**src/rtl/cursor_pkg.sv**
```systemverilog
// rtl/cursor_pkg.sv - shared types, constants and saturating add for the cursor pipeline
// Contents:
//   state_t      report serialiser states
//   REPORT_LEN   bytes per mouse report
//   TIER_INHIBIT safety tier at or above which new activity is suppressed
//   sat_add8     signed 8-bit add clamped to [-amax, +amax], with a saturation flag
package cursor_pkg;

  // HDR is also a parameter name in the scheduler, so states carry an ST_ prefix.
  typedef enum logic [2:0] {
    ST_IDLE,
    ST_HDR,
    ST_BTN,
    ST_DX,
    ST_DY,
    ST_SUM
  } state_t;

  localparam int          REPORT_LEN   = 5;
  localparam logic [1:0]  TIER_INHIBIT = 2'd2;

  typedef struct packed {
    logic [7:0] val;
    logic       sat;
  } sat_t;

  // 10-bit intermediate so that two 8-bit signed operands can never wrap
  // before the clamp is applied.
  function automatic sat_t sat_add8(input logic signed [7:0] acc,
                                    input logic signed [7:0] delta,
                                    input logic signed [7:0] amax);
    logic signed [9:0] sum;
    logic signed [9:0] hi;
    logic signed [9:0] lo;
    sat_t              r;
    sum   = 10'(acc) + 10'(delta);
    hi    = 10'(amax);
    lo    = -hi;
    r.val = sum[7:0];
    r.sat = 1'b0;
    if (sum > hi) begin
      r.val = hi[7:0];
      r.sat = 1'b1;
    end else if (sum < lo) begin
      r.val = lo[7:0];
      r.sat = 1'b1;
    end
    return r;
  endfunction

endpackage

```
**src/rtl/cursor_report_sched_if.sv**
```systemverilog
// rtl/cursor_report_sched_if.sv - byte-serial report stream towards the host transmitter
// Signals:
//   tx_data   report byte
//   tx_valid  tx_data valid
//   tx_ready  transmitter accepts byte
// Modports: master (report scheduler), slave (transmitter)
interface cursor_report_sched_if;
  logic [7:0] tx_data;
  logic       tx_valid;
  logic       tx_ready;

  modport master (output tx_data, output tx_valid, input tx_ready);
  modport slave  (input tx_data, input tx_valid, output tx_ready);
endinterface

```
**src/rtl/cursor_slot_timer.sv**
```systemverilog
// rtl/cursor_slot_timer.sv - free-running report slot counter
// Ports:
//   clk, rst_n  clock, asynchronous active-low reset
//   tick        high for one cycle when the counter is at PERIOD-1
module cursor_slot_timer #(
  parameter logic [23:0] PERIOD = 24'd100000
) (
  input  logic clk,
  input  logic rst_n,
  output logic tick
);

  logic [23:0] cnt;

  assign tick = (cnt == PERIOD - 24'd1);

  always_ff @(posedge clk or negedge rst_n) begin
    if (!rst_n) begin
      cnt <= '0;
    end else if (tick) begin
      cnt <= '0;
    end else begin
      cnt <= cnt + 24'd1;
    end
  end

endmodule

```
**src/rtl/cursor_report_sched.sv**
```systemverilog
// rtl/cursor_report_sched.sv - paces cursor motion and clicks into 5-byte host reports
// Ports:
//   clk, rst_n   clock, asynchronous active-low reset
//   in_valid     dx/dy sample strobe
//   dx, dy       signed motion samples
//   tier         safety tier; >= TIER_INHIBIT suppresses new activity
//   click_req    single-cycle click request
//   tx           report byte stream (master side)
//   busy         report in flight
//   overflow     sticky accumulator saturation, cleared at report start
module cursor_report_sched
  import cursor_pkg::*;
#(
  parameter logic [23:0]       PERIOD = 24'd100000,
  parameter logic [7:0]        HDR    = 8'hA5,
  parameter logic signed [7:0] AMAX   = 8'sd127
) (
  input  logic                 clk,
  input  logic                 rst_n,
  input  logic                 in_valid,
  input  logic signed [7:0]    dx,
  input  logic signed [7:0]    dy,
  input  logic [1:0]           tier,
  input  logic                 click_req,
  cursor_report_sched_if.master tx,
  output logic                 busy,
  output logic                 overflow
);

  state_t            state;
  state_t            state_nx;
  logic [7:0]        data_q;
  logic [7:0]        data_nx;
  logic              valid_q;

  logic              tick;
  logic              inhibit;
  logic              tick_any;
  logic              has_work;
  logic              start;

  logic signed [7:0] acc_x;
  logic signed [7:0] acc_y;
  logic signed [7:0] base_x;
  logic signed [7:0] base_y;
  sat_t              sx;
  sat_t              sy;

  logic              press_pend;
  logic              release_pend;
  logic              tick_pend;
  // Remembers that a release was owed when the tier went high, so the host
  // still gets its button-up report while everything else is suppressed.
  logic              rel_hold;

  logic              btn_s;
  logic [7:0]        dx_s;
  logic [7:0]        dy_s;

  cursor_slot_timer #(.PERIOD(PERIOD)) u_timer (
    .clk   (clk),
    .rst_n (rst_n),
    .tick  (tick)
  );

  assign inhibit  = (tier >= TIER_INHIBIT);
  assign tick_any = tick | (tick_pend & ~inhibit);
  assign has_work = (acc_x != 8'sd0) | (acc_y != 8'sd0) | press_pend | release_pend;
  assign start    = (state == ST_IDLE) & tick_any & ((~inhibit & has_work) | rel_hold);

  assign busy        = (state != ST_IDLE);
  assign tx.tx_valid = valid_q;
  assign tx.tx_data  = data_q;

  always_comb begin
    state_nx = state;
    data_nx  = 8'h00;
    case (state)
      ST_IDLE: if (start)                       state_nx = ST_HDR;
      ST_HDR:  if (valid_q && tx.tx_ready)      state_nx = ST_BTN;
      ST_BTN:  if (valid_q && tx.tx_ready)      state_nx = ST_DX;
      ST_DX:   if (valid_q && tx.tx_ready)      state_nx = ST_DY;
      ST_DY:   if (valid_q && tx.tx_ready)      state_nx = ST_SUM;
      ST_SUM:  if (valid_q && tx.tx_ready)      state_nx = ST_IDLE;
      default:                                  state_nx = ST_IDLE;
    endcase
    // The byte register is loaded from the state being entered, so it only
    // changes on an accepted handshake and holds under back-pressure.
    case (state_nx)
      ST_HDR:  data_nx = HDR;
      ST_BTN:  data_nx = {7'b0, btn_s};
      ST_DX:   data_nx = dx_s;
      ST_DY:   data_nx = dy_s;
      ST_SUM:  data_nx = {7'b0, btn_s} ^ dx_s ^ dy_s;
      default: data_nx = 8'h00;
    endcase
  end

  always_ff @(posedge clk or negedge rst_n) begin
    if (!rst_n) begin
      state   <= ST_IDLE;
      data_q  <= 8'h00;
      valid_q <= 1'b0;
    end else begin
      state   <= state_nx;
      data_q  <= data_nx;
      valid_q <= (state_nx != ST_IDLE);
    end
  end

  // A sample arriving in the report-start cycle lands in the freshly cleared
  // accumulator; the snapshot below still sees the pre-add value.
  assign base_x = start ? 8'sd0 : acc_x;
  assign base_y = start ? 8'sd0 : acc_y;

  always_comb begin
    sx = sat_add8(base_x, dx, AMAX);
    sy = sat_add8(base_y, dy, AMAX);
  end

  always_ff @(posedge clk or negedge rst_n) begin
    if (!rst_n) begin
      acc_x    <= 8'sd0;
      acc_y    <= 8'sd0;
      overflow <= 1'b0;
    end else begin
      if (inhibit) begin
        acc_x <= 8'sd0;
        acc_y <= 8'sd0;
      end else if (in_valid) begin
        acc_x <= sx.val;
        acc_y <= sy.val;
      end else if (start) begin
        acc_x <= 8'sd0;
        acc_y <= 8'sd0;
      end
      if (!inhibit && in_valid && (sx.sat || sy.sat)) begin
        overflow <= 1'b1;
      end else if (start) begin
        overflow <= 1'b0;
      end
    end
  end

  always_ff @(posedge clk or negedge rst_n) begin
    if (!rst_n) begin
      btn_s <= 1'b0;
      dx_s  <= 8'h00;
      dy_s  <= 8'h00;
    end else if (start) begin
      btn_s <= ~inhibit & press_pend;
      dx_s  <= inhibit ? 8'h00 : acc_x;
      dy_s  <= inhibit ? 8'h00 : acc_y;
    end
  end

  always_ff @(posedge clk or negedge rst_n) begin
    if (!rst_n) begin
      press_pend   <= 1'b0;
      release_pend <= 1'b0;
      tick_pend    <= 1'b0;
      rel_hold     <= 1'b0;
    end else if (inhibit) begin
      press_pend   <= 1'b0;
      release_pend <= 1'b0;
      tick_pend    <= 1'b0;
      if (release_pend) begin
        rel_hold <= 1'b1;
      end else if (start) begin
        rel_hold <= 1'b0;
      end
    end else begin
      if (start && press_pend) begin
        press_pend <= click_req;
      end else if (click_req) begin
        press_pend <= 1'b1;
      end
      if (start) begin
        release_pend <= press_pend;
        rel_hold     <= 1'b0;
      end
      if (tick && (state != ST_IDLE)) begin
        tick_pend <= 1'b1;
      end else if (state == ST_IDLE) begin
        tick_pend <= 1'b0;
      end
    end
  end

endmodule

```
**src/flat_wrapper.sv**
```systemverilog
// flat-port wrapper written by rule: the top's interface ports become plain ports
module cursor_report_sched_flat import cursor_pkg::*;
#(
  parameter logic [23:0]       PERIOD = 24'd100000,
  parameter logic [7:0]        HDR    = 8'hA5,
  parameter logic signed [7:0] AMAX   = 8'sd127
)
  (clk, rst_n, in_valid, dx, dy, tier, click_req, busy, overflow, tx_tx_data, tx_tx_valid, tx_tx_ready);
  cursor_report_sched_if tx_i ();
  input  logic clk;
  input  logic rst_n;
  input  logic in_valid;
  input  logic signed [7:0] dx;
  input  logic signed [7:0] dy;
  input  logic [1:0] tier;
  input  logic click_req;
  output logic busy;
  output logic overflow;
  output wire logic [$bits(tx_i.tx_data)-1:0] tx_tx_data;
  output wire logic [$bits(tx_i.tx_valid)-1:0] tx_tx_valid;
  input wire logic [$bits(tx_i.tx_ready)-1:0] tx_tx_ready;
  assign tx_tx_data = tx_i.tx_data;
  assign tx_tx_valid = tx_i.tx_valid;
  assign tx_i.tx_ready = tx_tx_ready;
  cursor_report_sched #(.PERIOD(PERIOD), .HDR(HDR), .AMAX(AMAX)) u_core (.clk(clk), .rst_n(rst_n), .in_valid(in_valid), .dx(dx), .dy(dy), .tier(tier), .click_req(click_req), .tx(tx_i), .busy(busy), .overflow(overflow));
endmodule
```
**config.mk**
```make
export PLATFORM = sky130hd
export DESIGN_NAME = cursor_report_sched_flat
export DESIGN_NICKNAME = d
export VERILOG_FILES = /design/src/rtl/cursor_pkg.sv /design/src/rtl/cursor_report_sched_if.sv /design/src/rtl/cursor_slot_timer.sv /design/src/rtl/cursor_report_sched.sv /design/src/flat_wrapper.sv
export SDC_FILE = /design/constraint.sdc
export NUM_CORES = 1
export LEC_CHECK = 0
export ABC_AREA = 1
export BUFFER_PORTS_ARGS = -buffer_cell sky130_fd_sc_hd__buf_4
export CORE_ASPECT_RATIO = 0.75
export CORE_MARGIN = 2
export CORE_UTILIZATION = 50
export CTS_CLUSTER_DIAMETER = 100
export DETAILED_ROUTE_END_ITERATION = 16
export MAX_ROUTING_LAYER = met4
export PLACE_DENSITY = 0.67
export SYNTH_ARGS = -nofsm -noshare
export SYNTH_HDL_FRONTEND = slang
export SYNTH_SLANG_ARGS = --single-unit
```
**constraint.sdc**
```tcl
create_clock -name clk -period 5.4 [get_ports clk]
set_input_delay 0.81 -clock clk [delete_from_list [all_inputs] [get_ports clk]]
set_output_delay 0.81 -clock clk [all_outputs]
set_load 0.01 [all_outputs]
```
### Word level (Yosys, flattened, before mapping)

Cells that the tools add are included.

| storage, ports and cells | value |
|---|---|
| input port bits | 23 |
| output and inout port bits | 11 |
| word-level logic and storage cells | 96 |
| register bits after elaboration | 74 |

| cells by class | value |
|---|---|
| equal/unequal tests | 11 |
| $add $sub $neg | 3 |
| bitwise operators | 13 |
| order comparisons | 5 |
| mux-type cells | 34 |
| reduce and logical (&&, ||, !) cells | 16 |

Operator list:

| cell | count |
|---|---|
| $mux W8 | 8 |
| $pmux W8 S5 | 1 |
| $mux W9 | 4 |
| $add A24 B1 Y24 const B | 1 |
| $eq A24 B17 Y1 const B | 1 |
| $mux W24 | 1 |
| $gt A10 B8 Y1 const B | 2 |
| $lt A10 B8 Y1 const B | 2 |
| $add A8 B8 Y9 | 2 |
| $mux W3 | 6 |
| $pmux W3 S6 | 1 |
| $reduce_bool A8 Y1 | 2 |
| $mux W1 | 13 |
| $eq A3 B2 Y1 const B | 4 |
| $eq A3 B3 Y1 const B | 4 |
| $reduce_bool A3 Y1 | 4 |
| $xor A1 B8 Y8 | 1 |
| $xor A8 B8 Y8 | 1 |
| $eq A3 B1 Y1 const B | 2 |
| $and A1 B1 Y1 | 5 |
| $logic_and A1 B1 Y1 | 5 |
| $or A1 B1 Y1 | 5 |
| $reduce_bool A2 Y1 | 2 |
| $logic_not A3 Y1 | 1 |
| 4 further kinds | 4 |

### Longest topological paths before layout

Gate-level depths: netlist (run 1).

| logic depth | value |
|---|---|
| depth in word-level cells | 15 |
| mapped depth | 30 |

### Hierarchy

Synthesis (run 1) repeated with hierarchy kept, for this count alone.

| second synthesis, totals | value |
|---|---|
| cell total of the unflattened synthesis | 674 |
| area total of the unflattened synthesis | 4987.3 µm² |

By module, submodules not included:

| module | times used | cells an instance | sequential area each (µm²) | area each (µm²) |
|---|---|---|---|---|
| cursor_report_sched | 1 | 455 | 1251.2 | 3503.4 |
| cursor_slot_timer | 1 | 219 | 600.6 | 1483.9 |

### Least setup slack after synthesis (run 1)

Ideal clock, no wire load.

| path | value |
|---|---|
| kind | input-to-reg |
| start | in tier[1] |
| end | reg u_core.acc_x[0] |
| path buffers | 4 |
| stages on the path | 26 |
| arrival time | 3.624 ns |
| path slack | 1.658 ns |
| cells stage by stage | inv_1 buf_2 nand2_1 nand2_1 nand3_2 buf_6 inv_1 clkbuf_1 buf_1 nor2_1 ha_1 a21o_1 o21ai_0 nand2_1 nand2_1 nand2_1 nand3_1 nand2_1 nand2_1 nand2_1 inv_1 nand2_1 nand2_2 nand2_1 o21ai_1 inv_1 |

| between the ends | value |
|---|---|
| word-level cells in the longest chain between the ends | 13 |

RTL lines:

| element | RTL line | text |
|---|---|---|
| start, declared | flat_wrapper.sv:15 | `input logic [1:0] tier;` |
| $ge A2 B2 Y1 (*) | cursor_report_sched.sv:66 | `assign inhibit = (tier >= TIER_INHIBIT);` |
| $not A1 Y1 | cursor_report_sched.sv:67, cursor_report_sched.sv:69 |  |
| $and A1 B1 Y1 | cursor_report_sched.sv:67 | `assign tick_any = tick \| (tick_pend & ~inhibit);` |
| $or A1 B1 Y1 | cursor_report_sched.sv:67 |  |
| $and A1 B1 Y1 (2 in series) | cursor_report_sched.sv:69 | `assign start = (state == ST_IDLE) & tick_any & ((~inhibit & has_work) \| rel_hold);` |
| $mux W8 | -- |  |
| $add A8 B8 Y9 | cursor_pkg.sv:36 | `sum = 10'(acc) + 10'(delta);` |
| $lt A10 B8 Y1 | cursor_pkg.sv:44 | `end else if (sum < lo) begin` |
| $mux W9 | cursor_pkg.sv:44 |  |
| $mux W9 | cursor_pkg.sv:41 | `if (sum > hi) begin` |
| $mux W8 | cursor_report_sched.sv:130 | `end else if (in_valid) begin` |
| $mux W8 (*) | cursor_report_sched.sv:127 | `if (inhibit) begin` |
| end signal, assigned | cursor_report_sched.sv:131 | `acc_x <= sx.val;` |
| end, declared | cursor_report_sched.sv:42 | `logic signed [7:0] acc_x;` |

Every way passes the cells marked *; elsewhere a longest branch is shown, timed or not.
A chain may end at the register's enable or synchronous reset.

### Worst setup path after layout (run 1)

| path | value |
|---|---|
| start | reg u_core.u_timer.cnt[0] |
| end | reg u_core.overflow |

| between the ends | value |
|---|---|
| word-level cells in the longest chain between the ends | 12 |

RTL lines:

| element | RTL line | text |
|---|---|---|
| start, declared | cursor_slot_timer.sv:13 | `logic [23:0] cnt;` |
| start signal, assigned | cursor_slot_timer.sv:23 | `cnt <= cnt + 24'd1;` |
| $eq A24 B17 Y1 (*) | cursor_slot_timer.sv:15 | `assign tick = (cnt == PERIOD - 24'd1);` |
| $or A1 B1 Y1 (*) | cursor_report_sched.sv:67 |  |
| $and A1 B1 Y1 (*) (2 in series) | cursor_report_sched.sv:69 |  |
| $mux W8 | -- |  |
| $add A8 B8 Y9 | cursor_pkg.sv:36 |  |
| $lt A10 B8 Y1 | cursor_pkg.sv:44 |  |
| $mux W9 | cursor_pkg.sv:44 |  |
| $mux W9 | cursor_pkg.sv:41 |  |
| $logic_or A1 B1 Y1 | cursor_report_sched.sv:137 | `if (!inhibit && in_valid && (sx.sat \|\| sy.sat)) begin` |
| $logic_and A1 B1 Y1 | cursor_report_sched.sv:137 |  |
| $mux W1 / $reduce_bool A2 Y1 (equally long branches) | -- |  |
| end signal, assigned | cursor_report_sched.sv:125 | `overflow <= 1'b0;` |
| end signal, assigned | cursor_report_sched.sv:138 | `overflow <= 1'b1;` |
| end signal, assigned | cursor_report_sched.sv:140 | `overflow <= 1'b0;` |
| end, declared | cursor_report_sched.sv:27 | `output logic overflow` |

Marks and branches as above.

==> results of run 1 <==
[critical path, stage by stage, from the launching register on]
cell,delay [ns]
sky130_fd_sc_hd__dfrtp_1,0.40
sky130_fd_sc_hd__ha_1,0.23
sky130_fd_sc_hd__nand2_1,0.07
sky130_fd_sc_hd__inv_1,0.04
sky130_fd_sc_hd__nand2_1,0.10
sky130_fd_sc_hd__nor2_2,0.07
sky130_fd_sc_hd__nand3_2,0.10
sky130_fd_sc_hd__nand2_1,0.07
sky130_fd_sc_hd__nand3_2,0.08
sky130_fd_sc_hd__inv_1,0.30
sky130_fd_sc_hd__nor2_1,0.20
sky130_fd_sc_hd__ha_1,0.20
sky130_fd_sc_hd__inv_1,0.06
sky130_fd_sc_hd__fa_1,0.40
sky130_fd_sc_hd__o31ai_1,0.55
sky130_fd_sc_hd__nand3_2,0.14
sky130_fd_sc_hd__nand2_1,0.07
sky130_fd_sc_hd__nand2_1,0.07
sky130_fd_sc_hd__nand3b_1,0.09
sky130_fd_sc_hd__nand2_1,0.07
sky130_fd_sc_hd__nand2_1,0.08
sky130_fd_sc_hd__nand2_2,0.06
sky130_fd_sc_hd__nand2_4,0.10
sky130_fd_sc_hd__nand3_1,0.07
sky130_fd_sc_hd__nand2_1,0.06
sky130_fd_sc_hd__nand2_1,0.07
[power by group]
part,total [W],internal (W),switching [W]
clock network,0.000694,0.000456,0.000238
logic,0.000588,0.000223,0.000365
registers,0.000666,0.000614,0.0000521
total,0.00195,0.00129,0.000655
[layout by cell type (no fill, tap or decap), types with 2 or more instances in the layout]
cell type	Yosys	layout
sky130_fd_sc_hd__o2111ai_1	4	4
sky130_fd_sc_hd__inv_6	0	2
sky130_fd_sc_hd__o211ai_1	2	2
sky130_fd_sc_hd__o21ai_0	22	22
sky130_fd_sc_hd__fa_1	2	2
sky130_fd_sc_hd__nand4_1	14	14
sky130_fd_sc_hd__nor2_2	3	3
sky130_fd_sc_hd__xor2_1	7	7
sky130_fd_sc_hd__xnor2_1	7	7
sky130_fd_sc_hd__a21o_1	2	2
sky130_fd_sc_hd__nor3_1	15	15
sky130_fd_sc_hd__dfrtp_1	74	74
sky130_fd_sc_hd__inv_1	126	126
sky130_fd_sc_hd__clkbuf_16	0	9
sky130_fd_sc_hd__bufinv_16	0	3
sky130_fd_sc_hd__ha_1	15	15
sky130_fd_sc_hd__a31oi_1	12	12
sky130_fd_sc_hd__a21oi_1	28	28
sky130_fd_sc_hd__nand2_1	126	126
sky130_fd_sc_hd__nor2_1	70	70
sky130_fd_sc_hd__nand3_1	41	41
sky130_fd_sc_hd__o31ai_1	9	9
sky130_fd_sc_hd__nand3_2	6	6
sky130_fd_sc_hd__nand2_2	4	4
sky130_fd_sc_hd__o22ai_1	3	3
sky130_fd_sc_hd__nand3b_1	2	2
sky130_fd_sc_hd__nor4_1	7	7
sky130_fd_sc_hd__nor2_4	2	2
sky130_fd_sc_hd__buf_4	0	35
sky130_fd_sc_hd__o221ai_1	5	5
sky130_fd_sc_hd__clkinv_4	0	2
[routing by layer]
metal	share of wire	vias to the layer above
met5	0	-
met1	0.51	1926
met4	0.012	0
met2	0.42	141
met3	0.054	14
li1	-	2121
[worst paths after layout]
path / startpoint / endpoint / slack, ns / cells past startpoint
max in group asynchronous: rst_n / u_core.u_timer.cnt[10] / 4.18 / 1
worst max-delay path: u_core.u_timer.cnt[0] / u_core.overflow / 1.54 / 25
worst min-delay path: u_core.u_timer.cnt[0] / u_core.u_timer.cnt[0] / 0.47 / 1
worst min register to register: u_core.u_timer.cnt[0] / u_core.u_timer.cnt[0] / 0.47 / 1
worst max register to register: u_core.u_timer.cnt[0] / u_core.overflow / 1.54 / 25
min in group asynchronous: rst_n / u_core.u_timer.cnt[4] / 0.62 / 1
[registers in the layout, indices dropped and copies added (netlist names), 3 cells and up]
| register | count |
|---|---|
| u_core.acc_x | 8 |
| u_core.acc_y | 8 |
| u_core.dx_s | 8 |
| u_core.dy_s | 8 |
| u_core.state | 3 |
| u_core.tx.tx_data | 8 |
| u_core.u_timer.cnt | 24 |
[logic make-up (layout without fill, tap and decap cells)]
family          count (synthesis)  after routing  share of synthesized area
xor+xnor                       14             14                     0.0264
simple gates                  295            295                      0.289
buf+inv                       140            178                      0.115
flops                          74             74                      0.398
compound gates                 93             93                      0.122
fa+ha+maj                      17             17                     0.0490
[layout make-up]
type                            count  share of cell area
Timing Repair Buffer               35              0.0490
Inverter                          127              0.0889
Clock inverter                      7              0.0233
Sequential cell                    74               0.345
Tap cell                          128              0.0299
Clock buffer                        9              0.0420
Multi-Input combinational cell    419               0.422
[per-stage QoR]
step / utilization / hold WS, ns / setup slack (ns)
finish: 0.593 / 0.467 / 1.54
global route: 0.593 / 0.510 / 1.02
CTS: 0.593 / 0.466 / 1.54
detailed placement: 0.554 / 0.458 / 1.32
global placement: 0.554 / 0.451 / 1.37
floorplan: - / 0.433 / 1.66
==> impl_results.html, run 1 <==
<table>
<tr><th>Metric</th><th>Value</th></tr>
<tr><th colspan="2">Clock network</th></tr>
<tr><td>Number of buffers inserted by post-CTS setup repair</td><td>0</td></tr>
<tr><td>TritonCTS clock tree</td><td>built</td></tr>
<tr><td>Buffer levels on the longest clock path</td><td>2</td></tr>
<tr><td>Clk sink count</td><td>74</td></tr>
<tr><td>Clock buffer count from CTS</td><td>9</td></tr>
<tr><td>Clock transition at the register clock pins on the worst setup and hold paths after CTS</td><td>0.06 ns</td></tr>
<tr><td>Post-cts gate resize count</td><td>0</td></tr>
<tr><td>CTS root buf</td><td>sky130_fd_sc_hd__clkbuf_16</td></tr>
<tr><td>Source-to-sink clock delay at the later pin of the worst-skew pair</td><td>0.33 ns</td></tr>
<tr><td>Number of levels the H-tree was split into</td><td>3</td></tr>
<tr><td>Number of hold-repair buffers added at the cts stage</td><td>0</td></tr>
<tr><th colspan="2">Global routing</th></tr>
<tr><td>Fraction of met1 tracks used by global routing</td><td>0.345</td></tr>
<tr><td>Met3 routing resource usage after global routing</td><td>0.0390</td></tr>
<tr><td>Maximum number of pins on one net before global-route repair</td><td>75</td></tr>
<tr><td>Vias in the first global route</td><td>3802</td></tr>
<tr><td>Met2 layer usage reported by global route</td><td>0.331</td></tr>
<tr><td>Wire length of the first global-routing pass</td><td>18000 um</td></tr>
<tr><td>Antenna violations before repair</td><td>0</td></tr>
<tr><td>Total GRT Usage</td><td>0.233</td></tr>
<tr><td>Global route total overflow</td><td>0</td></tr>
<tr><td>Busiest metal layer after global routing</td><td>met1</td></tr>
<tr><th colspan="2">Layout</th></tr>
<tr><td>Inserted Diodes</td><td>0</td></tr>
<tr><td>Number of cells in the finished layout apart from fillers</td><td>799</td></tr>
<tr><td>Number of fill cells in the layout</td><td>819</td></tr>
<tr><td>Storage element area</td><td>1850 um2</td></tr>
<tr><td>NumNets Final</td><td>706</td></tr>
<tr><td>Multi-input logic area</td><td>2260 um2</td></tr>
<tr><td>Post-route cell area</td><td>5360 um2</td></tr>
<tr><td>Area delta synth-&gt;final</td><td>15.3%</td></tr>
<tr><td>Fraction of final layout cells sized beyond drive strength 1</td><td>0.106</td></tr>
<tr><th colspan="2">Route</th></tr>
<tr><td>First-pass iteration count of the detailed router</td><td>5</td></tr>
<tr><td>Avg WL per Cell</td><td>13.4 um</td></tr>
<tr><td>Violation count after the first detailed-routing iteration</td><td>406</td></tr>
<tr><td>Detail-routed via count per cell</td><td>5.26</td></tr>
<tr><td>Vias post-DR</td><td>4202</td></tr>
<tr><td>Total wire length</td><td>10700 um</td></tr>
<tr><td>Antenna Nets Post-Route</td><td>0</td></tr>
<tr><td>Final routed DRC violation total</td><td>0</td></tr>
<tr><th colspan="2">Synth</th></tr>
<tr><td>Main area contributors after synthesis</td><td>sky130_fd_sc_hd__dfrtp_1 40%, sky130_fd_sc_hd__inv_1 10%, sky130_fd_sc_hd__nand2_1 10%</td></tr>
<tr><td>Post-synthesis net count</td><td>673</td></tr>
<tr><td>Most frequently used flop master after synthesis</td><td>sky130_fd_sc_hd__dfrtp_1</td></tr>
<tr><td>Synth top cells by count</td><td>126 x sky130_fd_sc_hd__inv_1, 126 x sky130_fd_sc_hd__nand2_1, 74 x sky130_fd_sc_hd__dfrtp_1</td></tr>
<tr><td>Post-Syn Instances</td><td>633</td></tr>
<tr><td>Syn Area/Cell</td><td>7.35 um2</td></tr>
<tr><td>Count of flip-flops with a built-in enable after synthesis</td><td>0</td></tr>
<tr><td>Syn Std Cell Area</td><td>4650 um2</td></tr>
<tr><td>Share of the synthesized area in the top cell type</td><td>0.398</td></tr>
<tr><td>Flop and latch count out of synthesis</td><td>74</td></tr>
<tr><td>Async set or reset register ratio after synthesis</td><td>1.00</td></tr>
<tr><td>Warnings, synthesis</td><td>0</td></tr>
<tr><td>Distinct cell type count of the synthesized netlist</td><td>42</td></tr>
<tr><td>Cell accounting for the most synthesized area</td><td>sky130_fd_sc_hd__dfrtp_1</td></tr>
<tr><td>Register area share after synthesis</td><td>0.398</td></tr>
<tr><th colspan="2">Timing</th></tr>
<tr><td>Final setup violation count</td><td>0</td></tr>
<tr><td>Hold Vio Cnt, Final</td><td>0</td></tr>
<tr><td>Worst clock skew</td><td>0.00655 ns</td></tr>
<tr><td>Minimum clock period</td><td>3.86 ns</td></tr>
<tr><td>Setup Total Neg Slack</td><td>0 ns</td></tr>
<tr><td>Headroom to the max-slew limit</td><td>0.284</td></tr>
<tr><td>Max frequency</td><td>259 MHz</td></tr>
<tr><td>Number of pins with negative max-slew slack in the final report</td><td>0</td></tr>
<tr><td>Period utilisation layout</td><td>0.715</td></tr>
<tr><td>Slew at the pin closest to its max-slew limit</td><td>1.07 ns</td></tr>
<tr><td>Unrepaired setup endpoints after global routing</td><td>no</td></tr>
<tr><th colspan="2">Placement</th></tr>
<tr><td>Instance count after placement with tap cells included</td><td>783</td></tr>
<tr><td>Weighted congestion reported at the end of routability-driven placement</td><td>0.925</td></tr>
<tr><td># port buffers</td><td>32</td></tr>
<tr><td>Detailed Place HPWL</td><td>7910 um</td></tr>
<tr><td>Placed Instance Area</td><td>5010 um2</td></tr>
<tr><th colspan="2">Hold path</th></tr>
<tr><td>Hold WC Path Type</td><td>reg -&gt; reg</td></tr>
<tr><th colspan="2">Floorplan</th></tr>
<tr><td>Placeable core area</td><td>9050 um2</td></tr>
<tr><td>FP Rows</td><td>30</td></tr>
<tr><td>Die outline area</td><td>10100 um2</td></tr>
<tr><td>Y dimension of the die</td><td>87.5 um</td></tr>
<tr><td>Top-level port count</td><td>34</td></tr>
<tr><td>Die boundary width</td><td>115 um</td></tr>
<tr><td>Initial standard-cell utilization of the core</td><td>0.514</td></tr>
<tr><th colspan="2">Critical path</th></tr>
<tr><td>Critical path capture point type</td><td>flop</td></tr>
<tr><td>Arrival time of the worst setup path</td><td>4.07 ns</td></tr>
<tr><td>Crit path required time</td><td>5.61 ns</td></tr>
<tr><td>CP startpoint kind</td><td>flop</td></tr>
<tr><td>Classification of the worst setup path</td><td>reg -&gt; reg</td></tr>
<tr><td>Highest fanout seen on the critical path</td><td>24</td></tr>
<tr><th colspan="2">Power and ir drop</th></tr>
<tr><td>Final Power</td><td>0.00195 W</td></tr>
<tr><td>Worst vdd rail ir drop</td><td>0.000158 V</td></tr>
<tr><td>Power density cells</td><td>363 nW/um2</td></tr>
<tr><td>Standby leakage power</td><td>2.84 nW</td></tr>
<tr><th colspan="2">Outcome</th></tr>
<tr><td>Run status</td><td>finished, final reports clean</td></tr>
<tr><th colspan="2">Run</th></tr>
<tr><td>Max capacitance violation total</td><td>0</td></tr>
</table>
No activity file was read; power rests on OpenSTA's default activity.
==> run 2: changes to the inputs <==
- PLACE_DENSITY: 0.67 -> 0.7
- clock period: 5.4 -> 3.5 ns (I/O delays scaled with it)
==> impl_results.html, run 2 (synthesis gave the netlist of run 1 again) <==
<table>
<tr><th>Metric</th><th>Value</th></tr>
<tr><th colspan="2">Route</th></tr>
<tr><td>Detail-routed via count per cell</td><td>5.21 (was 5.26)</td></tr>
<tr><td>Final routed DRC violation total</td><td>0 (unchanged)</td></tr>
<tr><td>Antenna Nets Post-Route</td><td>0 (unchanged)</td></tr>
<tr><td>Violation count after the first detailed-routing iteration</td><td>476 (was 406)</td></tr>
<tr><td>Avg WL per Cell</td><td>13.6 um (was 13.4 um)</td></tr>
<tr><td>First-pass iteration count of the detailed router</td><td>5 (unchanged)</td></tr>
<tr><td>Total wire length</td><td>11300 um (was 10700 um)</td></tr>
<tr><td>Vias post-DR</td><td>4335 (was 4202)</td></tr>
<tr><th colspan="2">Placement</th></tr>
<tr><td>Detailed Place HPWL</td><td>8180 um (was 7910 um)</td></tr>
<tr><td>Worst slack at placement</td><td>0.0713 ns (was 1.32 ns)</td></tr>
<tr><td>Placed Instance Area</td><td>5100 um2 (was 5010 um2)</td></tr>
<tr><td>Weighted congestion reported at the end of routability-driven placement</td><td>0.913 (was 0.925)</td></tr>
<tr><td># port buffers</td><td>32 (unchanged)</td></tr>
<tr><th colspan="2">Layout</th></tr>
<tr><td>Largest register by flop count</td><td>u_core.u_timer.cnt (unchanged)</td></tr>
<tr><td>Leading cell type in the layout, fill and taps excluded</td><td>sky130_fd_sc_hd__inv_1</td></tr>
<tr><td>NumNets Final</td><td>739 (was 706)</td></tr>
<tr><td>Fraction of final layout cells sized beyond drive strength 1</td><td>0.200 (was 0.106)</td></tr>
<tr><td>Flip-flop count of the largest register, all copies and words added</td><td>24 (unchanged)</td></tr>
<tr><td>Area delta synth-&gt;final</td><td>23.8% (was 15.3%)</td></tr>
<tr><td>Inserted Diodes</td><td>0 (unchanged)</td></tr>
<tr><td>Most used cells in the layout excluding fill and tap cells</td><td>122 x sky130_fd_sc_hd__inv_1, 117 x sky130_fd_sc_hd__nand2_1, 71 x sky130_fd_sc_hd__dfrtp_1 (was 126 x sky130_fd_sc_hd__inv_1, 126 x sky130_fd_sc_hd__nand2_1, 74 x sky130_fd_sc_hd__dfrtp_1)</td></tr>
<tr><td>Post-route cell area</td><td>5760 um2 (was 5360 um2)</td></tr>
<tr><th colspan="2">Outcome</th></tr>
<tr><td>Run status</td><td>finished, final reports clean (unchanged)</td></tr>
<tr><th colspan="2">Power and ir drop</th></tr>
<tr><td>Standby leakage power</td><td>3.01 nW (was 2.84 nW)</td></tr>
<tr><td>Worst vdd rail ir drop</td><td>0.000284 V (was 0.000158 V)</td></tr>
<tr><td>Final Power</td><td>0.00313 W (was 0.00195 W)</td></tr>
<tr><td>Power density cells</td><td>544 nW/um2 (was 363 nW/um2)</td></tr>
<tr><th colspan="2">Global routing</th></tr>
<tr><td>Maximum number of pins on one net before global-route repair</td><td>75 (unchanged)</td></tr>
<tr><td>Global route total overflow</td><td>0 (unchanged)</td></tr>
<tr><td>Vias in the first global route</td><td>3901 (was 3802)</td></tr>
<tr><td>Antenna violations before repair</td><td>0 (unchanged)</td></tr>
<tr><td>Wire length of the first global-routing pass</td><td>18600 um (was 18000 um)</td></tr>
<tr><td>Total GRT Usage</td><td>0.243 (was 0.233)</td></tr>
<tr><th colspan="2">Clock network</th></tr>
<tr><td>Buffer levels on the longest clock path</td><td>2 (unchanged)</td></tr>
<tr><td>CTS root buf</td><td>sky130_fd_sc_hd__clkbuf_16 (unchanged)</td></tr>
<tr><td>TritonCTS clock tree</td><td>built (unchanged)</td></tr>
<tr><td>Clk sink count</td><td>74 (unchanged)</td></tr>
<tr><td>Number of levels the H-tree was split into</td><td>3 (unchanged)</td></tr>
<tr><td>Clock buffer count from CTS</td><td>9 (unchanged)</td></tr>
<tr><td>Clock transition at the register clock pins on the worst setup and hold paths after CTS</td><td>0.06 ns (about the same)</td></tr>
<tr><td>Source-to-sink clock delay at the later pin of the worst-skew pair</td><td>0.33 ns (about the same)</td></tr>
<tr><th colspan="2">Critical path</th></tr>
<tr><td>Arrival time of the worst setup path</td><td>3.51 ns (was 4.07 ns)</td></tr>
<tr><td>CP startpoint kind</td><td>flop (unchanged)</td></tr>
<tr><td>Classification of the worst setup path</td><td>reg -&gt; reg (unchanged)</td></tr>
<tr><td>Highest fanout seen on the critical path</td><td>9 (was 24)</td></tr>
<tr><td>Crit path required time</td><td>3.73 ns (was 5.61 ns)</td></tr>
<tr><td>Critical path capture point type</td><td>flop (unchanged)</td></tr>
<tr><th colspan="2">Floorplan</th></tr>
<tr><td>FP Rows</td><td>30 (unchanged)</td></tr>
<tr><td>Top-level port count</td><td>34 (unchanged)</td></tr>
<tr><td>Y dimension of the die</td><td>87.5 um (unchanged)</td></tr>
<tr><td>Die outline area</td><td>10100 um2 (unchanged)</td></tr>
<tr><td>Placeable core area</td><td>9050 um2 (unchanged)</td></tr>
<tr><td>Initial standard-cell utilization of the core</td><td>0.514 (unchanged)</td></tr>
<tr><td>Die boundary width</td><td>115 um (unchanged)</td></tr>
<tr><th colspan="2">Timing</th></tr>
<tr><td>Max frequency</td><td>304 MHz (was 259 MHz)</td></tr>
<tr><td>Minimum clock period</td><td>3.29 ns (was 3.86 ns)</td></tr>
<tr><td>Final hold slack</td><td>0.331 ns (was 0.467 ns)</td></tr>
<tr><td>Worst clock skew</td><td>0.00626 ns (was 0.00655 ns)</td></tr>
<tr><td>Period utilisation layout</td><td>0.939 (was 0.715)</td></tr>
<tr><td>Final Worst Setup Slack</td><td>0.214 ns (was 1.54 ns)</td></tr>
<tr><td>Slew at the pin closest to its max-slew limit</td><td>0.937 ns (was 1.07 ns)</td></tr>
<tr><td>Headroom to the max-slew limit</td><td>0.375 (was 0.284)</td></tr>
<tr><td>Final setup violation count</td><td>0 (unchanged)</td></tr>
<tr><td>Hold Vio Cnt, Final</td><td>0 (unchanged)</td></tr>
<tr><td>Number of pins with negative max-slew slack in the final report</td><td>0 (unchanged)</td></tr>
<tr><td>Unrepaired setup endpoints after global routing</td><td>yes (was no)</td></tr>
<tr><th colspan="2">Hold path</th></tr>
<tr><td>Hold WC Path Type</td><td>in -&gt; async (was reg -&gt; reg)</td></tr>
<tr><th colspan="2">Run</th></tr>
<tr><td>Max capacitance violation total</td><td>0 (unchanged)</td></tr>
</table>
run 2: cell types whose count changed in the layout (fill, tap and decap cells not counted), sizes merged:
cell / previous run / this run
buf: 35 / 68
inv: 129 / 127
clkinv: 2 / 3
clkinvlp: 0 / 1
run 2: path summary, 6_finish.rpt:
path                                    endpoint                   from  slack (ns)  cells after the start
min in group clk               u_core.press_pend              click_req        0.42                      3
max in group asynchronous        u_core.acc_x[6]                  rst_n        2.50                      1
hold / removal             u_core.u_timer.cnt[2]                  rst_n        0.33                      1
setup reg to reg                 u_core.acc_y[0]  u_core.u_timer.cnt[0]        0.21                     23
hold reg to reg                  u_core.overflow        u_core.overflow        0.48                      2
setup / recovery                 u_core.acc_y[0]  u_core.u_timer.cnt[0]        0.21                     23
run 2: cell type report:
class	count	area, um2
clock buffers	9	225
clock inverters	7	125
fillers	784	3290
inverters	127	480
multi-input cells	419	2380
flip-flops and latches	74	1860
well taps	128	160
repair buffers	68	526
run 2: layer usage:
metal	global-route usage	part of all wire
met1	0.355	0.50
met2	0.352	0.43
met3	0.0480	0.059
met4	0.0482	0.0077
met5	-	0
run 2: stage by stage:
| step | setup TNS, ns | util | std cells |
|---|---|---|---|
| detailed placement | 0 | 0.563 | 794 |
| global placement | 0 | 0.563 | 794 |
| finish | 0 | 0.636 | 832 |
| CTS | 0 | 0.602 | 810 |
| floorplan | 0 | - | 633 |
| global route | -0.213 | 0.636 | 832 |
run 2: repair_timing:
action                                  4_1_cts  5_1_grt
resized for setup                             0       47
endpoints found under the setup margin        0       16
hold buffers                                  0        0
setup buffers                                 0       22
run 2: worst max-delay path: stages, from the launching register on:
cell and delay [ns]:
sky130_fd_sc_hd__dfrtp_1 0.37, sky130_fd_sc_hd__ha_2 0.18, sky130_fd_sc_hd__nand2_1 0.05, sky130_fd_sc_hd__inv_1 0.08, sky130_fd_sc_hd__nand2_2 0.07, sky130_fd_sc_hd__nor2_2 0.11
sky130_fd_sc_hd__nand3_2 0.11, sky130_fd_sc_hd__nand2_2 0.10, sky130_fd_sc_hd__nand3_4 0.09, sky130_fd_sc_hd__clkinvlp_4 0.19, sky130_fd_sc_hd__buf_6 0.16, sky130_fd_sc_hd__nor2_1 0.05
sky130_fd_sc_hd__ha_1 0.35, sky130_fd_sc_hd__a21oi_1 0.16, sky130_fd_sc_hd__and2_1 0.20, sky130_fd_sc_hd__inv_1 0.06, sky130_fd_sc_hd__nand4_1 0.15, sky130_fd_sc_hd__nand4_1 0.11
sky130_fd_sc_hd__nand2_1 0.12, sky130_fd_sc_hd__nor2_2 0.06, sky130_fd_sc_hd__nor2_4 0.20, sky130_fd_sc_hd__nand3b_1 0.11, sky130_fd_sc_hd__nand2_1 0.07, sky130_fd_sc_hd__inv_1 0.03
run 2: report_power, final:
part           internal (W)  switching [W]  total, W
Clock              0.000702       0.000368   0.00107
Combinational      0.000420       0.000629   0.00105
Sequential         0.000950      0.0000657   0.00102
==> run 3: changes to the inputs <==
- CTS_BUF_LIST: unset -> sky130_fd_sc_hd__clkbuf_4 sky130_fd_sc_hd__clkbuf_8
- CTS_CLUSTER_DIAMETER: 100 -> unset
- PLACE_DENSITY: 0.7 -> 0.68
==> impl_results.html, run 3 (synthesis gave the netlist of run 1 again) <==
<table>
<tr><th>Metric</th><th>Value</th></tr>
<tr><th colspan="2">Power and ir drop</th></tr>
<tr><td>Power density cells</td><td>485 nW/um2 (was 544 nW/um2)</td></tr>
<tr><td>Standby leakage power</td><td>2.90 nW (was 3.01 nW)</td></tr>
<tr><td>Final Power</td><td>0.00269 W (was 0.00313 W)</td></tr>
<tr><td>Worst vdd rail ir drop</td><td>0.000184 V (was 0.000284 V)</td></tr>
<tr><th colspan="2">Floorplan</th></tr>
<tr><td>Placeable core area</td><td>9050 um2 (unchanged)</td></tr>
<tr><td>Top-level port count</td><td>34 (unchanged)</td></tr>
<tr><td>Die outline area</td><td>10100 um2 (unchanged)</td></tr>
<tr><td>Die boundary width</td><td>115 um (unchanged)</td></tr>
<tr><td>Initial standard-cell utilization of the core</td><td>0.514 (unchanged)</td></tr>
<tr><td>Y dimension of the die</td><td>87.5 um (unchanged)</td></tr>
<tr><td>FP Rows</td><td>30 (unchanged)</td></tr>
<tr><th colspan="2">Timing</th></tr>
<tr><td>Period utilisation layout</td><td>0.963 (was 0.939)</td></tr>
<tr><td>Max frequency</td><td>297 MHz (was 304 MHz)</td></tr>
<tr><td>Final setup violation count</td><td>0 (unchanged)</td></tr>
<tr><td>Headroom to the max-slew limit</td><td>0.378 (was 0.375)</td></tr>
<tr><td>Slew at the pin closest to its max-slew limit</td><td>0.933 ns (was 0.937 ns)</td></tr>
<tr><td>Number of pins with negative max-slew slack in the final report</td><td>0 (unchanged)</td></tr>
<tr><td>Hold Vio Cnt, Final</td><td>0 (unchanged)</td></tr>
<tr><td>Worst clock skew</td><td>0.00707 ns (was 0.00626 ns)</td></tr>
<tr><td>Minimum clock period</td><td>3.37 ns (was 3.29 ns)</td></tr>
<tr><td>Unrepaired setup endpoints after global routing</td><td>yes (unchanged)</td></tr>
<tr><th colspan="2">Route</th></tr>
<tr><td>Vias post-DR</td><td>4333 (was 4335)</td></tr>
<tr><td>Final routed DRC violation total</td><td>0 (unchanged)</td></tr>
<tr><td>First-pass iteration count of the detailed router</td><td>5 (unchanged)</td></tr>
<tr><td>Violation count after the first detailed-routing iteration</td><td>299 (was 476)</td></tr>
<tr><td>Antenna Nets Post-Route</td><td>0 (unchanged)</td></tr>
<tr><td>Detail-routed via count per cell</td><td>5.25 (was 5.21)</td></tr>
<tr><td>Avg WL per Cell</td><td>13.3 um (was 13.6 um)</td></tr>
<tr><td>Total wire length</td><td>11000 um (was 11300 um)</td></tr>
<tr><th colspan="2">Clock network</th></tr>
<tr><td>Number of hold-repair buffers added at the cts stage</td><td>0 (unchanged)</td></tr>
<tr><td>Clock buffer count from CTS</td><td>9 (unchanged)</td></tr>
<tr><td>CTS root buf</td><td>sky130_fd_sc_hd__clkbuf_8 (was sky130_fd_sc_hd__clkbuf_16)</td></tr>
<tr><td>TritonCTS clock tree</td><td>built (unchanged)</td></tr>
<tr><td>Clk sink count</td><td>74 (unchanged)</td></tr>
<tr><td>Source-to-sink clock delay at the later pin of the worst-skew pair</td><td>0.35 ns (was 0.33 ns)</td></tr>
<tr><td>Buffer levels on the longest clock path</td><td>2 (unchanged)</td></tr>
<tr><td>Number of levels the H-tree was split into</td><td>3 (unchanged)</td></tr>
<tr><td>Clock transition at the register clock pins on the worst setup and hold paths after CTS</td><td>0.08 ns (was 0.06 ns)</td></tr>
<tr><th colspan="2">Global routing</th></tr>
<tr><td>Wire length of the first global-routing pass</td><td>17900 um (was 18600 um)</td></tr>
<tr><td>Antenna violations before repair</td><td>0 (unchanged)</td></tr>
<tr><td>Global route total overflow</td><td>0 (unchanged)</td></tr>
<tr><td>Maximum number of pins on one net before global-route repair</td><td>75 (unchanged)</td></tr>
<tr><td>Vias in the first global route</td><td>3999 (was 3901)</td></tr>
<tr><td>Total GRT Usage</td><td>0.231 (was 0.243)</td></tr>
<tr><th colspan="2">Placement</th></tr>
<tr><td>Weighted congestion reported at the end of routability-driven placement</td><td>0.893 (was 0.913)</td></tr>
<tr><td>Detailed Place HPWL</td><td>7910 um (was 8180 um)</td></tr>
<tr><td># port buffers</td><td>32 (unchanged)</td></tr>
<tr><td>Instance count after placement with tap cells included</td><td>791 (was 794)</td></tr>
<tr><th colspan="2">Critical path</th></tr>
<tr><td>Critical-path cell list</td><td>ha_2 -&gt; nand2_1 -&gt; inv_1 -&gt; nand2_2 -&gt; nor2_2 -&gt; nand3_2 -&gt; nand2_2 -&gt; nand3_4 -&gt; clkinvlp_4 -&gt; buf_4 -&gt; buf_4 -&gt; nor2_1 -&gt; ha_1 -&gt; nand2_1 -&gt; inv_1 -&gt; nand4_1 -&gt; nand3_1 -&gt; nand2_1 -&gt; nand2_1 -&gt; nor2_2 -&gt; nor2_4 -&gt; nand3b_1 -&gt; nand2_1 -&gt; inv_1 (was ha_2 -&gt; nand2_1 -&gt; inv_1 -&gt; nand2_2 -&gt; nor2_2 -&gt; nand3_2 -&gt; nand2_2 -&gt; nand3_4 -&gt; clkinvlp_4 -&gt; buf_6 -&gt; nor2_1 -&gt; ha_1 -&gt; a21oi_1 -&gt; and2_1 -&gt; inv_1 -&gt; nand4_1 -&gt; nand4_1 -&gt; nand2_1 -&gt; nor2_2 -&gt; nor2_4 -&gt; nand3b_1 -&gt; nand2_1 -&gt; inv_1)</td></tr>
<tr><td>CP startpoint kind</td><td>flop (unchanged)</td></tr>
<tr><td>Classification of the worst setup path</td><td>reg -&gt; reg (unchanged)</td></tr>
<tr><td>Crit path required time</td><td>3.75 ns (was 3.73 ns)</td></tr>
<tr><td>Arrival time of the worst setup path</td><td>3.62 ns (was 3.51 ns)</td></tr>
<tr><td>Critical path capture point type</td><td>flop (unchanged)</td></tr>
<tr><td>Largest incremental delay on the critical path</td><td>0.38 ns (was 0.37 ns)</td></tr>
<tr><td>Crit path max-delay cell type</td><td>sky130_fd_sc_hd__ha_1 (was sky130_fd_sc_hd__dfrtp_1)</td></tr>
<tr><td>Library cell appearing most often on the critical path</td><td>sky130_fd_sc_hd__nand2_1</td></tr>
<tr><td>Highest fanout seen on the critical path</td><td>13 (was 9)</td></tr>
<tr><th colspan="2">Layout</th></tr>
<tr><td>Fraction of final layout cells sized beyond drive strength 1</td><td>0.195 (was 0.200)</td></tr>
<tr><td>Flip-flop count of the largest register, all copies and words added</td><td>24 (unchanged)</td></tr>
<tr><td>Largest register by flop count</td><td>u_core.u_timer.cnt (unchanged)</td></tr>
<tr><td>Area delta synth-&gt;final</td><td>19.3% (was 23.8%)</td></tr>
<tr><td>Number of fill cells in the layout</td><td>821 (was 784)</td></tr>
<tr><td>Leading cell type in the layout, fill and taps excluded</td><td>sky130_fd_sc_hd__inv_1 (unchanged)</td></tr>
<tr><td>Number of cells in the finished layout apart from fillers</td><td>825 (was 832)</td></tr>
<tr><td>NumNets Final</td><td>732 (was 739)</td></tr>
<tr><td>Most used cells in the layout excluding fill and tap cells</td><td>121 x sky130_fd_sc_hd__inv_1, 114 x sky130_fd_sc_hd__nand2_1, 74 x sky130_fd_sc_hd__dfrtp_1 (was 122 x sky130_fd_sc_hd__inv_1, 117 x sky130_fd_sc_hd__nand2_1, 71 x sky130_fd_sc_hd__dfrtp_1)</td></tr>
<tr><td>Inserted Diodes</td><td>0 (unchanged)</td></tr>
<tr><th colspan="2">Outcome</th></tr>
<tr><td>Run status</td><td>finished, final reports clean (unchanged)</td></tr>
<tr><th colspan="2">Hold path</th></tr>
<tr><td>Hold WC Path Type</td><td>in -&gt; async (unchanged)</td></tr>
<tr><th colspan="2">Run</th></tr>
<tr><td>Max capacitance violation total</td><td>0 (unchanged)</td></tr>
</table>
## run 3: critical path: cells and delay by family, from the launching register on
family	cells	cell delay (ns)
and+or+nand+nor	16	1.65
DFF	1	0.35
adders and majority gates	2	0.55
buffers and inverters	6	0.71
## run 3: worst paths after layout
| check | endpoint | slack (ns) | depth (start not counted) | startpoint |
|---|---|---|---|---|
| worst min-delay path | u_core.tx.tx_valid | 0.32 | 1 | rst_n |
| worst max register to register | u_core.acc_y[0] | 0.13 | 24 | u_core.u_timer.cnt[0] |
| worst min register to register | u_core.overflow | 0.50 | 2 | u_core.overflow |
| min in group clk | u_core.press_pend | 0.41 | 3 | click_req |
| max in group asynchronous | u_core.release_pend | 2.59 | 1 | rst_n |
| worst max-delay path | u_core.acc_y[0] | 0.13 | 24 | u_core.u_timer.cnt[0] |
## run 3: metrics by stage
stage	instance area [um2]	hold slack, ns	utilization	setup TNS [ns]	worst slack, ns
6_report	5550	0.322	0.614	0	0.129
5_1_grt	5550	0.399	0.614	-0.697	-0.160
4_1_cts	5270	0.348	0.582	0	0.0267
3_5_place_dp	5090	0.454	0.562	0	0.0428
3_3_place_gp	5090	0.448	0.562	0	0.102
2_1_floorplan	4650	0.229	-	0	0.00490
## run 3: metal layers
layer,share of wire,wire [um],GRT usage
met1,0.51,5640,0.338
met2,0.44,4830,0.334
met3,0.040,444,0.0362
met4,0.0090,99,0.0570
met5,0,0,-
## run 3: where the power goes
| part | internal, W | total, W | switching [W] |
|---|---|---|---|
| combinational | 0.000429 | 0.00108 | 0.000650 |
| clock | 0.000276 | 0.000604 | 0.000328 |
| sequential | 0.000946 | 0.00101 | 0.0000651 |
## run 3: cell type report
cell class              count  area (um2)  share of cell area
flip-flops and latches     74        1850               0.334
repair buffers             61         474              0.0854
clock buffers              10         138              0.0248
multi-input cells         419        2400               0.433
inverters                 127         480              0.0866
well taps                 128         160              0.0289
clock inverters             6        41.3             0.00744
## run 3: what timing repair did
action                                  4_1_cts  5_1_grt
buffers inserted                              0       18
gates resized for setup                       0       47
endpoints found under the setup margin        0       15
